## src/rtl/fp_pkg.sv

```systemverilog
// ----------------------------------------------------------------------------
// fp_pkg
// Shared constants and types for the FP32 datapath blocks.
//   - FP32 field widths and exponent bias
//   - fp32_t packed view of an FP32 word (sign, exp, mant)
//   - INT32 saturation limits
//   - FP_TO_INT_LAT: pipeline depth of fp_to_int
// No ports (package).
// ----------------------------------------------------------------------------
package fp_pkg;

   localparam int FP_EXP_W      = 8;
   localparam int FP_MANT_W     = 23;
   localparam int FP_SIG_W      = FP_MANT_W + 1;
   localparam int FP_BIAS       = 127;

   localparam logic [31:0] INT32_MAX     = 32'h7FFF_FFFF;
   localparam logic [31:0] INT32_MIN     = 32'h8000_0000;
   // -2^31 in FP32: the only sh = 31 value that still fits in INT32
   localparam logic [31:0] FP32_NEG_2P31 = 32'hCF00_0000;

   localparam int FP_TO_INT_LAT = 4;

   typedef struct packed {
      logic                 sign;
      logic [FP_EXP_W-1:0]  exp;
      logic [FP_MANT_W-1:0] mant;
   } fp32_t;

endpackage

```

## src/rtl/fp_rshift_sticky.sv

```systemverilog
// ----------------------------------------------------------------------------
// fp_rshift_sticky
// Combinational right shift of a 24-bit significand with guard/sticky capture.
// Ports:
//   i_val [23:0]  significand to shift
//   i_amt [4:0]   shift amount (0..31; 24 and above shift everything out)
//   o_val [23:0]  shifted significand
//   o_g           guard: first bit below the retained value
//   o_s           sticky: OR of every discarded bit below the guard
// ----------------------------------------------------------------------------
module fp_rshift_sticky
   import fp_pkg::*;
(
   input  logic [FP_SIG_W-1:0] i_val,
   input  logic [4:0]          i_amt,
   output logic [FP_SIG_W-1:0] o_val,
   output logic                o_g,
   output logic                o_s
);

   // Shifting into a double-width word keeps every discarded bit visible in
   // the low half, so guard and sticky fall out as simple slices.
   logic [2*FP_SIG_W-1:0] w_ext;

   assign w_ext = {i_val, {FP_SIG_W{1'b0}}} >> i_amt;
   assign o_val = w_ext[2*FP_SIG_W-1:FP_SIG_W];
   assign o_g   = w_ext[FP_SIG_W-1];
   assign o_s   = |w_ext[FP_SIG_W-2:0];

endmodule

```

## src/rtl/fp_to_int.sv

```systemverilog
// ----------------------------------------------------------------------------
// fp_to_int
// Four-stage FP32 -> signed INT32 converter, one word per cycle, fixed
// latency of FP_TO_INT_LAT cycles.
//   stage 1: unpack + classify (zero, NaN, overflow/Inf, exact -2^31)
//   stage 2: align significand into a 32-bit magnitude (G/S captured)
//   stage 3: round (or plain register)
//   stage 4: apply sign / saturation and register outputs
// Build option: FP_TO_INT_ROUND_EN
//   defined   -> round-to-nearest-even
//   undefined -> truncate toward zero, no incrementer
// Ports:
//   clk      rising-edge clock
//   rst_n    asynchronous active-low reset
//   in_vld   operand valid
//   a        FP32 operand
//   out_vld  result valid
//   out      INT32 result
//   ovf      magnitude out of range (incl. +/-Inf), result saturated
//   inv      operand was NaN
// Handshake: valid-only stream, no ready. A word with in_vld high is always
// accepted; its result appears with out_vld high exactly FP_TO_INT_LAT cycles
// later. out/ovf/inv are meaningful only while out_vld is high.
// ----------------------------------------------------------------------------
module fp_to_int
   import fp_pkg::*;
(
   input  logic        clk,
   input  logic        rst_n,
   input  logic        in_vld,
   input  logic [31:0] a,
   output logic        out_vld,
   output logic [31:0] out,
   output logic        ovf,
   output logic        inv
);

   // ---------------- stage 1: unpack and classify ----------------
   fp32_t             w_a;
   logic signed [8:0] w_sh;
   logic              w_exp_max;
   logic              w_mant_nz;
   logic              w_is_nan;
   logic              w_is_inf;
   logic              w_is_min;
   logic              w_is_zero;
   logic              w_is_ovf;

   assign w_a       = a;
   assign w_sh      = signed'({1'b0, w_a.exp}) - signed'(9'(FP_BIAS));
   assign w_exp_max = (w_a.exp == '1);
   assign w_mant_nz = |w_a.mant;
   assign w_is_nan  = w_exp_max & w_mant_nz;
   assign w_is_inf  = w_exp_max & ~w_mant_nz;
   assign w_is_min  = (a == FP32_NEG_2P31);
   // sh <= -2 means |x| < 0.5, which is zero in both rounding modes
   assign w_is_zero = (w_a.exp == '0) | (w_sh <= -9'sd2);
   assign w_is_ovf  = w_is_inf | (~w_exp_max & (w_sh >= 9'sd31) & ~w_is_min);

   logic                 r1_sign;
   logic signed [8:0]    r1_sh;
   logic [FP_MANT_W-1:0] r1_mant;
   logic                 r1_zero;
   logic                 r1_nan;
   logic                 r1_ovf;
   logic                 r1_min;

   always_ff @(posedge clk or negedge rst_n) begin
      if (!rst_n) begin
         r1_sign <= 1'b0;
         r1_sh   <= '0;
         r1_mant <= '0;
         r1_zero <= 1'b0;
         r1_nan  <= 1'b0;
         r1_ovf  <= 1'b0;
         r1_min  <= 1'b0;
      end else begin
         r1_sign <= w_a.sign;
         r1_sh   <= w_sh;
         r1_mant <= w_a.mant;
         r1_zero <= w_is_zero;
         r1_nan  <= w_is_nan;
         r1_ovf  <= w_is_ovf;
         r1_min  <= w_is_min;
      end
   end

   // ---------------- stage 2: align ----------------
   // Non-special words reaching here have sh in [-1, 30].
   logic [FP_SIG_W-1:0] w_sig;
   logic                w_special;
   logic                w_big;
   logic [4:0]          w_lsh_amt;
   logic [4:0]          w_rsh_amt;
   logic [31:0]         w_lsh_val;
   logic [FP_SIG_W-1:0] w_rsh_val;

   assign w_sig     = {1'b1, r1_mant};
   assign w_special = r1_zero | r1_nan | r1_ovf | r1_min;
   assign w_big     = (r1_sh >= 9'sd23);
   // Only the low 5 bits matter: sh-23 is 0..7 when big, 23-sh is 1..24 else
   assign w_lsh_amt = r1_sh[4:0] - 5'd23;
   assign w_rsh_amt = 5'd23 - r1_sh[4:0];
   assign w_lsh_val = {8'd0, w_sig} << w_lsh_amt;

   logic [31:0] r2_mag;
   logic        r2_sign;
   logic        r2_nan;
   logic        r2_ovf;
   logic        r2_min;

`ifdef FP_TO_INT_ROUND_EN
   logic w_g;
   logic w_s;
   logic r2_g;
   logic r2_s;

   fp_rshift_sticky u_rshift (
      .i_val (w_sig),
      .i_amt (w_rsh_amt),
      .o_val (w_rsh_val),
      .o_g   (w_g),
      .o_s   (w_s)
   );
`else
   fp_rshift_sticky u_rshift (
      .i_val (w_sig),
      .i_amt (w_rsh_amt),
      .o_val (w_rsh_val),
      .o_g   (),
      .o_s   ()
   );
`endif

   always_ff @(posedge clk or negedge rst_n) begin
      if (!rst_n) begin
         r2_mag  <= '0;
         r2_sign <= 1'b0;
         r2_nan  <= 1'b0;
         r2_ovf  <= 1'b0;
         r2_min  <= 1'b0;
`ifdef FP_TO_INT_ROUND_EN
         r2_g    <= 1'b0;
         r2_s    <= 1'b0;
`endif
      end else begin
         r2_sign <= r1_sign;
         r2_nan  <= r1_nan;
         r2_ovf  <= r1_ovf;
         r2_min  <= r1_min;
         // Special classes carry a clean zero magnitude so rounding cannot
         // disturb them; stage 4 substitutes their final value.
         if (w_special) begin
            r2_mag <= '0;
         end else if (w_big) begin
            r2_mag <= w_lsh_val;
         end else begin
            r2_mag <= {8'd0, w_rsh_val};
         end
`ifdef FP_TO_INT_ROUND_EN
         r2_g <= ~w_special & ~w_big & w_g;
         r2_s <= ~w_special & ~w_big & w_s;
`endif
      end
   end

   // ---------------- stage 3: round ----------------
   // Largest aligned magnitude is 2^31-128, so the increment never overflows.
   logic [31:0] r3_mag;
   logic        r3_sign;
   logic        r3_nan;
   logic        r3_ovf;
   logic        r3_min;

   always_ff @(posedge clk or negedge rst_n) begin
      if (!rst_n) begin
         r3_mag  <= '0;
         r3_sign <= 1'b0;
         r3_nan  <= 1'b0;
         r3_ovf  <= 1'b0;
         r3_min  <= 1'b0;
      end else begin
`ifdef FP_TO_INT_ROUND_EN
         r3_mag  <= r2_mag + {31'd0, r2_g & (r2_s | r2_mag[0])};
`else
         r3_mag  <= r2_mag;
`endif
         r3_sign <= r2_sign;
         r3_nan  <= r2_nan;
         r3_ovf  <= r2_ovf;
         r3_min  <= r2_min;
      end
   end

   // ---------------- stage 4: sign, saturate, output ----------------
   logic [31:0] r_out;
   logic        r_ovf;
   logic        r_inv;

   always_ff @(posedge clk or negedge rst_n) begin
      if (!rst_n) begin
         r_out <= '0;
         r_ovf <= 1'b0;
         r_inv <= 1'b0;
      end else if (r3_nan) begin
         r_out <= INT32_MAX;
         r_ovf <= 1'b0;
         r_inv <= 1'b1;
      end else if (r3_ovf) begin
         r_out <= r3_sign ? INT32_MIN : INT32_MAX;
         r_ovf <= 1'b1;
         r_inv <= 1'b0;
      end else if (r3_min) begin
         r_out <= INT32_MIN;
         r_ovf <= 1'b0;
         r_inv <= 1'b0;
      end else begin
         r_out <= r3_sign ? (~r3_mag + 32'd1) : r3_mag;
         r_ovf <= 1'b0;
         r_inv <= 1'b0;
      end
   end

   // ---------------- valid pipeline ----------------
   logic [FP_TO_INT_LAT-1:0] r_vld;

   always_ff @(posedge clk or negedge rst_n) begin
      if (!rst_n) begin
         r_vld <= '0;
      end else begin
         r_vld <= {r_vld[FP_TO_INT_LAT-2:0], in_vld};
      end
   end

   assign out_vld = r_vld[FP_TO_INT_LAT-1];
   assign out     = r_out;
   assign ovf     = r_ovf;
   assign inv     = r_inv;

endmodule

```

## config.mk

```make
export PLATFORM = sky130hd
export DESIGN_NAME = fp_to_int
export DESIGN_NICKNAME = d
export VERILOG_FILES = /design/src/rtl/fp_pkg.sv /design/src/rtl/fp_rshift_sticky.sv /design/src/rtl/fp_to_int.sv
export SDC_FILE = /design/constraint.sdc
export NUM_CORES = 1
export LEC_CHECK = 0
export ABC_CLOCK_PERIOD_IN_PS = 7300
export CAP_MARGIN = 10
export CORE_AREA = 2 2 129 131
export DETAILED_ROUTE_END_ITERATION = 8
export DIE_AREA = 0 0 131 133
export HOLD_SLACK_MARGIN = 0.02
export PLACE_DENSITY = 0.69
export SLEW_MARGIN = 20
export SYNTH_ARGS = -nofsm -noshare
export SYNTH_HDL_FRONTEND = slang
export SYNTH_SLANG_ARGS = --single-unit
```

## constraint.sdc

```tcl
create_clock -name clk -period 7.3 [get_ports clk]
set_input_delay 1.825 -clock clk [delete_from_list [all_inputs] [get_ports clk]]
set_output_delay 1.825 -clock clk [all_outputs]
set_load 0.03 [all_outputs]
```

==> metrics.txt, run 1 <==
Vias/cell=6.157; Setup crit end kind=flop; Pins Over Slew Limit=0; Peak VDD IR=0.0001760 V; clk_lat worst skew=420 ps; Final setup viols=0; clock sinks=147; fin nets=814; CP max stage cell=ha_1; Net Sw Frac=32.63%; Pleak=3.930 nW; Clock transition at path regs=60 ps; Final Cycle Share=55.53%; Longest Clk Path Bufs=2; detailed placer's ending HPWL=14430 um; Layout area overhead=18.01%; Gate Count Post-Synth=718; crit path DAT=4330 ps; CTS Hold Bufs=0; CTS root buffer=clkbuf_16; Synth area leader=dfrtp_1; Mapped Avg Cell Area=10.94 um^2; DRT antenna net count=0; Chip Width=131 um; Std-Cell Core Area=16170 um^2; Logic pwr share=28.3%; first-pass GRT wire length=31660 um; final hold vios=0; maximum clock frequency=246.7 MHz; Fillers=1370; crit start category=flop; total CTS buffers=17; sequential share of power=38.2%; synth unique cells=64; slew margin rel.=33.61%; DRT iter0 DRCs=467; Post-Route WL=19590 um; post_cts resized=0; top cells by count, synth=147 x dfrtp_1, 48 x nor2_1, 44 x o21ai_0; CP cell instances=buf_4, inv_2, ha_1, buf_4, mux2_2, mux4_2, mux2_2, a221oi_1, a21oi_1; crit-path max FO=39; post-synthesis async set-or-reset flop share=100.0%; Setup CP Type=reg -> reg; Int Power=0.001650 W; Mapped Area=7853 um^2; Starting Density=48.56%; syn nets=763; CP Data Required Time=7580 ps; largest cells by area after synthesis=dfrtp_1 47%, mux4_2 7.2%, mux2_2 5.2%; max-cap violations=0; slowest stage delay, CP=690 ps; Power Dens Cells=264.2 nW/um^2; final period demand of the worst path=4053 ps; die height=133 um; number of synthesized flops with an enable pin=0; port bufs=69; Top Ports=70; Total GRT Usage=23.71%; post-synth top area share=46.85%; CTS tree=yes; # H-tree levels=4; n_diodes=0; share of layout cells above drive strength 1=14.74%; NetSw=0.0007991 W; setup bufs post-CTS=0; Setup Skew=7.466 ps; die footprint=17420 um^2; Vias=6157; num rows=47; TritonRoute pass-1 iters=5; Final Core Density=57.30%; GPL Wtd Cong=0.9589; Worst Hold Class=reg -> reg; number of global-route vias before repair=5905; Slew @ Worst Pin=995.8 ps; RSZ-0062 raised after global routing=false; Synth Register Bits=147; final setup TNS=0 ps; DR WL/cell=19.59 um; Clk pwr share=33.5%; outcome=finished clean; most common cell in the synthesized netlist=dfrtp_1; largest net degree at the start of global routing=81; DRC=0; register area share after synthesis=46.85%; initial antenna violation count=0; GRT overflow=0; ys flop type=dfrtp_1; synth warn=0
placed cells by master, fill, tap and decap left out, drive strengths merged, types with 8 or more instances in the layout:
cell and n:
nor4 12, mux2 36, clkdlybuf4s50 68, nor2b 8, xor2 25, o22ai 25, buf 12, nor3 15
o31ai 9, ha 10, a21oi 31, a22oi 20, mux4 25, nand2 40, nor2 48, xnor2 16
dfrtp 147, clkbuf 19, o41ai 9, inv 16, mux2i 24, nand3 13, o21ai 47
cell type report:
class | count | area, um^2 | share of cell area (%)
clock buffers | 19 | 452.9 | 4.888
clock inverters | 11 | 105.1 | 1.134
inverters | 14 | 52.55 | 0.5671
multi-input cells | 509 | 3926 | 42.37
flip-flops and latches | 147 | 3680 | 39.71
well taps | 220 | 275.3 | 2.971
repair buffers | 80 | 774.5 | 8.358
logic make-up after synthesis:
group | synth area share [%]
flip-flops | 46.85
adder cells (fa/ha/maj) | 1.593
buffers and inverters | 3.251
XOR/XNOR | 4.573
multiplexers | 15.39
AO/OA/AOI/OAI | 16.62
AND/OR/NAND/NOR | 11.73
power groups by stage:
| stage | clock, W | sequential [W] | combinational, W |
|---|---|---|---|
| 3_3_place_gp | 0 | 0.000948 | 0.000673 |
| 3_5_place_dp | 0 | 0.000951 | 0.000682 |
| 2_1_floorplan | 0 | 0.000995 | 0.000415 |
| 5_1_grt | 0.000871 | 0.000945 | 0.000748 |
| 6_report | 0.000820 | 0.000936 | 0.000692 |
| 4_1_cts | 0.000831 | 0.000936 | 0.000684 |
path summary, 6_finish.rpt:
kind                                      startpoint                   end  slack (ps)  cells past startpoint
max in group asynchronous                      rst_n    r1_sh[0]$_DFF_PN0_        4560                      2
worst min register to register  r2_mag[20]$_DFF_PN0_  r3_mag[20]$_DFF_PN0_         350                      0
worst max-delay path              r1_sh[0]$_DFF_PN0_  r2_mag[23]$_DFF_PN0_        3250                      9
worst min-delay path            r2_mag[20]$_DFF_PN0_  r3_mag[20]$_DFF_PN0_         350                      0
worst max register to register    r1_sh[0]$_DFF_PN0_  r2_mag[23]$_DFF_PN0_        3250                      9
min in group asynchronous                      rst_n     out[29]$_DFF_PN0_        1420                      1
per-stage QoR:
step	std cells	cell area (um^2)	hold WS (ps)	setup slack, ps	total power (W)
final	1000	9266	345.7	3247	0.002449
after global routing	1000	9266	353.2	2961	0.002563
after CTS	1000	9266	347.7	3277	0.002451
after detailed placement	970	8708	334.7	3282	0.001632
after global placement	970	8708	332.7	3409	0.001621
after floorplan	718	7853	331.2	4316	0.001411
critical path: cells and delay by family, from the launching register on:
kind	cells	cell delay (ps)
flops	1	590
buf+inv	3	1050
fa+ha+maj	1	690
mux	3	1170
compound gates	2	360
layer usage:
metal / GRT usage [%] / part of all wire [%] / vias to the layer above
met4: 8.865 / 3.2 / 0
li1: - / - / 2820
met1: 31.12 / 41 / 2988
met5: 0 / 0 / -
met3: 5.702 / 6.5 / 48
met2: 38.14 / 49 / 301
flip-flops by register name, indices dropped and copies added, names as in the netlist, 4 cells and up:
| signal | flops |
|---|---|
| r1_sh | 9 |
| r2_mag | 32 |
| r1_mant | 23 |
| r_vld | 4 |
| out | 32 |
| r3_mag | 32 |
(Power assumes the default switching activity.)
==> inputs of run 2 (changes only) <==
--- a/config.mk
+++ b/config.mk
@@ -5,7 +5,7 @@
 export SDC_FILE = /design/constraint.sdc
 export NUM_CORES = 1
 export LEC_CHECK = 0
-export ABC_CLOCK_PERIOD_IN_PS = 7300
+export ABC_CLOCK_PERIOD_IN_PS = 3900
 export CAP_MARGIN = 10
 export CORE_AREA = 2 2 129 131
 export DETAILED_ROUTE_END_ITERATION = 8
==> constraint.sdc (replaced) <==
create_clock -name clk -period 3.9 [get_ports clk]
set_input_delay 0.975 -clock clk [delete_from_list [all_inputs] [get_ports clk]]
set_output_delay 0.975 -clock clk [all_outputs]
set_load 0.03 [all_outputs]
==> metrics.txt, run 2 (synthesis gave the netlist of run 1 again) <==
TritonRoute pass-1 iters=6 (was 5); n_diodes=0 (unchanged); NetSw=0.001568 W (was 0.0007991 W); port bufs=69 (unchanged); die height=133 um (unchanged); CTS root buffer=clkbuf_16 (unchanged); detailed placer's ending HPWL=15010 um (was 14430 um); initial antenna violation count=0 (unchanged); Std-Cell Core Area=16170 um^2 (unchanged); crit path from=r1_sh[0]$_DFF_PN0_ (unchanged); Final Cycle Share=81.32% (was 55.53%); Pins Over Slew Limit=0 (unchanged); Clk pwr share=34.4% (was 33.5%); largest net degree at the start of global routing=72 (was 81); CP cell instances=inv_2, ha_1, buf_4, mux4_2, mux2_2, mux2_2, a221oi_1, a21oi_1 (was buf_4, inv_2, ha_1, buf_4, mux2_2, mux4_2, mux2_2, a221oi_1, a21oi_1); Setup crit end kind=flop (unchanged); Net Sw Frac=33.61% (was 32.63%); Vias=6216 (was 6157); GRT overflow=0 (unchanged); Int Power=0.003098 W (was 0.001650 W); fin nets=820 (was 814); Clock transition at path regs=70 ps (was 60 ps); crit-path max FO=22 (was 39); Power Dens Cells=499.0 nW/um^2 (was 264.2 nW/um^2); register area=3680 um^2 (unchanged); crit path capture=r2_mag[23]$_DFF_PN0_ (unchanged); reg2reg start=r1_sh[0]$_DFF_PN0_ (unchanged); Pleak=3.979 nW (was 3.930 nW); Pwr Total=0.004666 W (was 0.002449 W); crit path DAT=3440 ps (was 4330 ps); Reg2Reg Depth=8 (was 9); Vias/cell=6.167 (was 6.157); maximum clock frequency=315.3 MHz (was 246.7 MHz); RSZ-0062 raised after global routing=false (unchanged); GPL Wtd Cong=0.9371 (was 0.9589); Setup Skew=15.56 ps (was 7.466 ps); total CTS buffers=17 (unchanged); share of layout cells above drive strength 1=15.48% (was 14.74%); Starting Density=48.56% (unchanged); Layout area overhead=19.09% (was 18.01%); setup bufs post-CTS=0 (unchanged); DR WL/cell=20.04 um (was 19.59 um); Total GRT Usage=24.59% (was 23.71%); sequential share of power=37.4% (was 38.2%); Top Ports=70 (unchanged); DRT antenna net count=0 (unchanged); Setup WS pre-CTS=780.1 ps (was 3282 ps); CTS tree=yes (unchanged); most common cell after layout, fill and taps aside=dfrtp_1 (unchanged); Reg2Reg Setup Slack=730 ps (was 3250 ps); most used cell along the critical path=mux2_2; Final WS setup=728.7 ps (was 3247 ps); num rows=47 (unchanged); final period demand of the worst path=3171 ps (was 4053 ps); number of global-route vias before repair=5928 (was 5905); Peak VDD IR=0.0003008 V (was 0.0001760 V); post_cts resized=0 (unchanged); CP max stage cell=ha_1 (unchanged); clk_lat worst skew=430 ps (was 420 ps); final setup TNS=0 ps (unchanged); RR Endpoint=r2_mag[23]$_DFF_PN0_ (unchanged); outcome=finished clean (unchanged); Worst Hold Class=reg -> reg (unchanged); Post-Route WL=20210 um (was 19590 um); slowest stage delay, CP=810 ps (was 690 ps); DRT iter0 DRCs=484 (was 467); max-cap violations=0 (unchanged); commonest non-fill, non-tap cells in the layout=146 x dfrtp_1, 68 x clkdlybuf4s50_1, 48 x nor2_1 (unchanged); first-pass GRT wire length=32480 um (was 31660 um); # H-tree levels=4 (unchanged); Setup CP Type=reg -> reg (unchanged); CP Data Required Time=4170 ps (was 7580 ps); crit start category=flop (unchanged); Longest Clk Path Bufs=2 (unchanged); Fillers=1395 (was 1370); CTS Hold Bufs=0 (unchanged); area of the multi-input gates=3919 um^2 (was 3926 um^2); Final setup viols=0 (unchanged); clock sinks=147 (unchanged); DRC=0 (unchanged); Logic pwr share=28.1% (was 28.3%); slew margin rel.=31.72% (was 33.61%); die footprint=17420 um^2 (unchanged); final hold vios=0 (unchanged); Slew @ Worst Pin=1024 ps (was 995.8 ps); Chip Width=131 um (unchanged)
==> run 2: power groups by stage <==
stage / registers [W] / logic (W) / clock network (W)
2_1_floorplan: 0.00186 / 0.000777 / 0
3_3_place_gp: 0.00177 / 0.00128 / 0
3_5_place_dp: 0.00178 / 0.00129 / 0
4_1_cts: 0.00175 / 0.00130 / 0.00164
5_1_grt: 0.00176 / 0.00141 / 0.00172
6_report: 0.00175 / 0.00131 / 0.00161
==> run 2: worst min path at each step <==
stage,from,end,slack [ps],depth (start not counted)
after floorplan,r1_sign$_DFF_PN0_,r2_sign$_DFF_PN0_,330,0
after global placement,r2_mag[15]$_DFF_PN0_,r3_mag[15]$_DFF_PN0_,330,0
after detailed placement,r_vld[1]$_DFF_PN0_,r_vld[2]$_DFF_PN0_,330,0
after CTS,r2_mag[1]$_DFF_PN0_,r3_mag[1]$_DFF_PN0_,340,0
final,r2_mag[1]$_DFF_PN0_,r3_mag[1]$_DFF_PN0_,350,0
after global routing,r2_min$_DFF_PN0_,r3_min$_DFF_PN0_,360,0
==> run 2: critical path: cells and delay by family (launching register included) <==
family                     cells  cell delay [ps]
AOI/OAI and AO/OA              2              370
adders and majority gates      1              810
buffers and inverters          2              470
DFF                            1              390
muxes                          3              950
==> run 2: metal layers <==
layer,global-route usage (%),vias up,wire length (um)
li1,-,2827,-
met1,31.55,3015,7992
met2,39.23,313,9887
met3,6.389,61,1551
met4,10.76,0,774
met5,0,-,0
==> run 2: metrics by stage <==
step                area (um^2)  hold WS, ps  std cells  util [%]
global route               9351        356.1       1008     57.83
global placement           8758        332.8        976     54.16
detailed placement         8758        334.7        976     54.16
floorplan                  7853        331.2        718         -
finish                     9351        345.7       1008     57.83
CTS                        9351        344.8       1008     57.83
==> run 2: area by class of cell <==
type                       instances  area share, %
multi-input combinational        509          41.91
sequential                       147          39.35
timing repair buffer              86          8.898
clock buffer                      17          4.549
tap                              220          2.944
clock inverter                    15          1.793
inverter                          14         0.5619
==> inputs of run 3 (changes only) <==
--- a/config.mk
+++ b/config.mk
@@ -5,7 +5,7 @@
 export SDC_FILE = /design/constraint.sdc
 export NUM_CORES = 1
 export LEC_CHECK = 0
-export ABC_CLOCK_PERIOD_IN_PS = 3900
+export ABC_CLOCK_PERIOD_IN_PS = 3090
 export CAP_MARGIN = 10
 export CORE_AREA = 2 2 129 131
 export DETAILED_ROUTE_END_ITERATION = 8
==> constraint.sdc (replaced) <==
create_clock -name clk -period 3.09 [get_ports clk]
set_input_delay 0.7725 -clock clk [delete_from_list [all_inputs] [get_ports clk]]
set_output_delay 0.7725 -clock clk [all_outputs]
set_load 0.03 [all_outputs]
==> metrics.txt, run 3 (synthesis gave the netlist of run 1 again) <==
outcome=finished clean (unchanged); setup bufs post-CTS=0 (unchanged); first-pass GRT wire length=32690 um (was 32480 um); WHS=248.3 ps (was 345.7 ps); Clock transition at path regs=70 ps (about the same); most common cell after layout, fill and taps aside=dfrtp_1 (unchanged); crit start category=flop (unchanged); GRT overflow=0 (unchanged); Post-Route WL=20650 um (was 20210 um); slew margin rel.=47.46% (was 31.72%); Vias/cell=6.120 (was 6.167); Setup CP Type=reg -> reg (unchanged); NetSw=0.001941 W (was 0.001568 W); die height=133 um (unchanged); fin nets=833 (was 820); Chip Width=131 um (unchanged); CP Data Required Time=3390 ps (was 4170 ps); CTS Hold Bufs=0 (unchanged); max-cap violations=0 (unchanged); CTS tree=yes (unchanged); Final Core Density=58.27% (was 57.83%); port bufs=69 (unchanged); Final setup viols=0 (unchanged); final period demand of the worst path=2843 ps (was 3171 ps); Starting Density=48.56% (unchanged); die footprint=17420 um^2 (unchanged); Setup Skew=10.01 ps (was 15.56 ps); crit path DAT=3140 ps (was 3440 ps); Final WS setup=246.6 ps (was 728.7 ps); clock sinks=147 (unchanged); Worst Hold Class=in -> async (was reg -> reg); Layout area overhead=20.01% (was 19.09%); Net Sw Frac=33.06% (was 33.61%); Peak VDD IR=0.0003815 V (was 0.0003008 V); post_cts resized=0 (unchanged); sequential share of power=37.5% (was 37.4%); Vias=6249 (was 6216); initial antenna violation count=0 (unchanged); register area=3680 um^2 (unchanged); reg2reg start=r1_sh[0]$_DFF_PN0_ (unchanged); commonest non-fill, non-tap cells in the layout=146 x dfrtp_1, 68 x clkdlybuf4s50_1, 48 x nor2_1 (unchanged); Final Cycle Share=92.02% (was 81.32%); DR WL/cell=20.23 um (was 20.04 um); Slew @ Worst Pin=782.0 ps (was 1024 ps); DRT iter0 DRCs=430 (was 484); Fillers=1325 (was 1395); Int Power=0.003929 W (was 0.003098 W); CTS root buffer=clkbuf_16 (unchanged); n_diodes=0 (unchanged); TritonRoute pass-1 iters=5 (was 6); total CTS buffers=17 (unchanged); detailed placer's ending HPWL=15590 um (was 15010 um); Std-Cell Core Area=16170 um^2 (unchanged); area of the multi-input gates=3919 um^2 (unchanged); Pins Over Slew Limit=0 (unchanged); Setup WS pre-CTS=279.2 ps (was 780.1 ps); Longest Clk Path Bufs=2 (unchanged); num rows=47 (unchanged); Clk pwr share=33.4% (was 34.4%); GPL Wtd Cong=0.9605 (was 0.9371); maximum clock frequency=351.7 MHz (was 315.3 MHz); Total GRT Usage=24.71% (was 24.59%); final hold vios=0 (unchanged); Setup crit end kind=flop (unchanged); number of global-route vias before repair=6038 (was 5928); Pleak=4.019 nW (was 3.979 nW); Top Ports=70 (unchanged); crit path from=r1_sh[0]$_DFF_PN0_ (unchanged); RSZ-0062 raised after global routing=false (unchanged); DRT antenna net count=0 (unchanged); DRC=0 (unchanged); Logic pwr share=29.1% (was 28.1%); Power Dens Cells=622.9 nW/um^2 (was 499.0 nW/um^2); final setup TNS=0 ps (unchanged); crit-path max FO=18 (was 22); largest net degree at the start of global routing=76 (was 72); # H-tree levels=4 (unchanged); clk_lat worst skew=420 ps (was 430 ps); share of layout cells above drive strength 1=16.60% (was 15.48%)
[run 3: final cells by class]
type,count,share of cell area (%)
multi-input cells,509,41.58
flip-flops and latches,147,39.05
clock buffers,20,4.740
clock inverters,12,1.288
inverters,14,0.5576
repair buffers,99,9.865
well taps,220,2.921
[run 3: worst max-delay path, stage by stage, from the launching register on]
cell	delay [ps]
dfrtp_2	430
ha_1	240
ha_1	360
buf_4	240
inv_1	230
mux4_2	550
mux2_2	300
a221oi_1	290
a21oi_1	80
[run 3: power by group through the flow]
stage               combinational (W)  clock (W)  sequential [W]
finish                        0.00171    0.00196         0.00220
global route                  0.00184    0.00208         0.00222
CTS                           0.00169    0.00200         0.00220
detailed placement            0.00168          0         0.00223
global placement              0.00167          0         0.00223
floorplan                    0.000981          0         0.00235
[run 3: final timing paths]
kind | to | slack (ps) | cells after the start
max in group asynchronous | r1_mant[0]$_DFF_PN0_ | 2100 | 2
hold / removal | out[26]$_DFF_PN0_ | 250 | 1
setup / recovery | r2_mag[23]$_DFF_PN0_ | 250 | 8
min in group clk | r3_mag[5]$_DFF_PN0_ | 350 | 0
setup reg to reg | r2_mag[23]$_DFF_PN0_ | 250 | 8
hold reg to reg | r3_mag[5]$_DFF_PN0_ | 350 | 0
[run 3: per-stage QoR]
stage	instance area [um^2]	total power [W]	std cells
finish	9424	0.005870	1021
global route	9424	0.006136	1021
CTS	9424	0.005885	1021
detailed placement	8856	0.003911	989
global placement	8856	0.003898	989
floorplan	7853	0.003333	718
[run 3: metal layers]
layer  vias up  wire [um]  track usage [%]  part of all wire (%)
met2       315      10220            40.53                    49
met1      3022       8269            32.03                    40
met4         0        696            8.983                   3.4
li1       2856          -                -                     -
met3        56       1471            5.580                   7.1
met5         -          0                0                     0
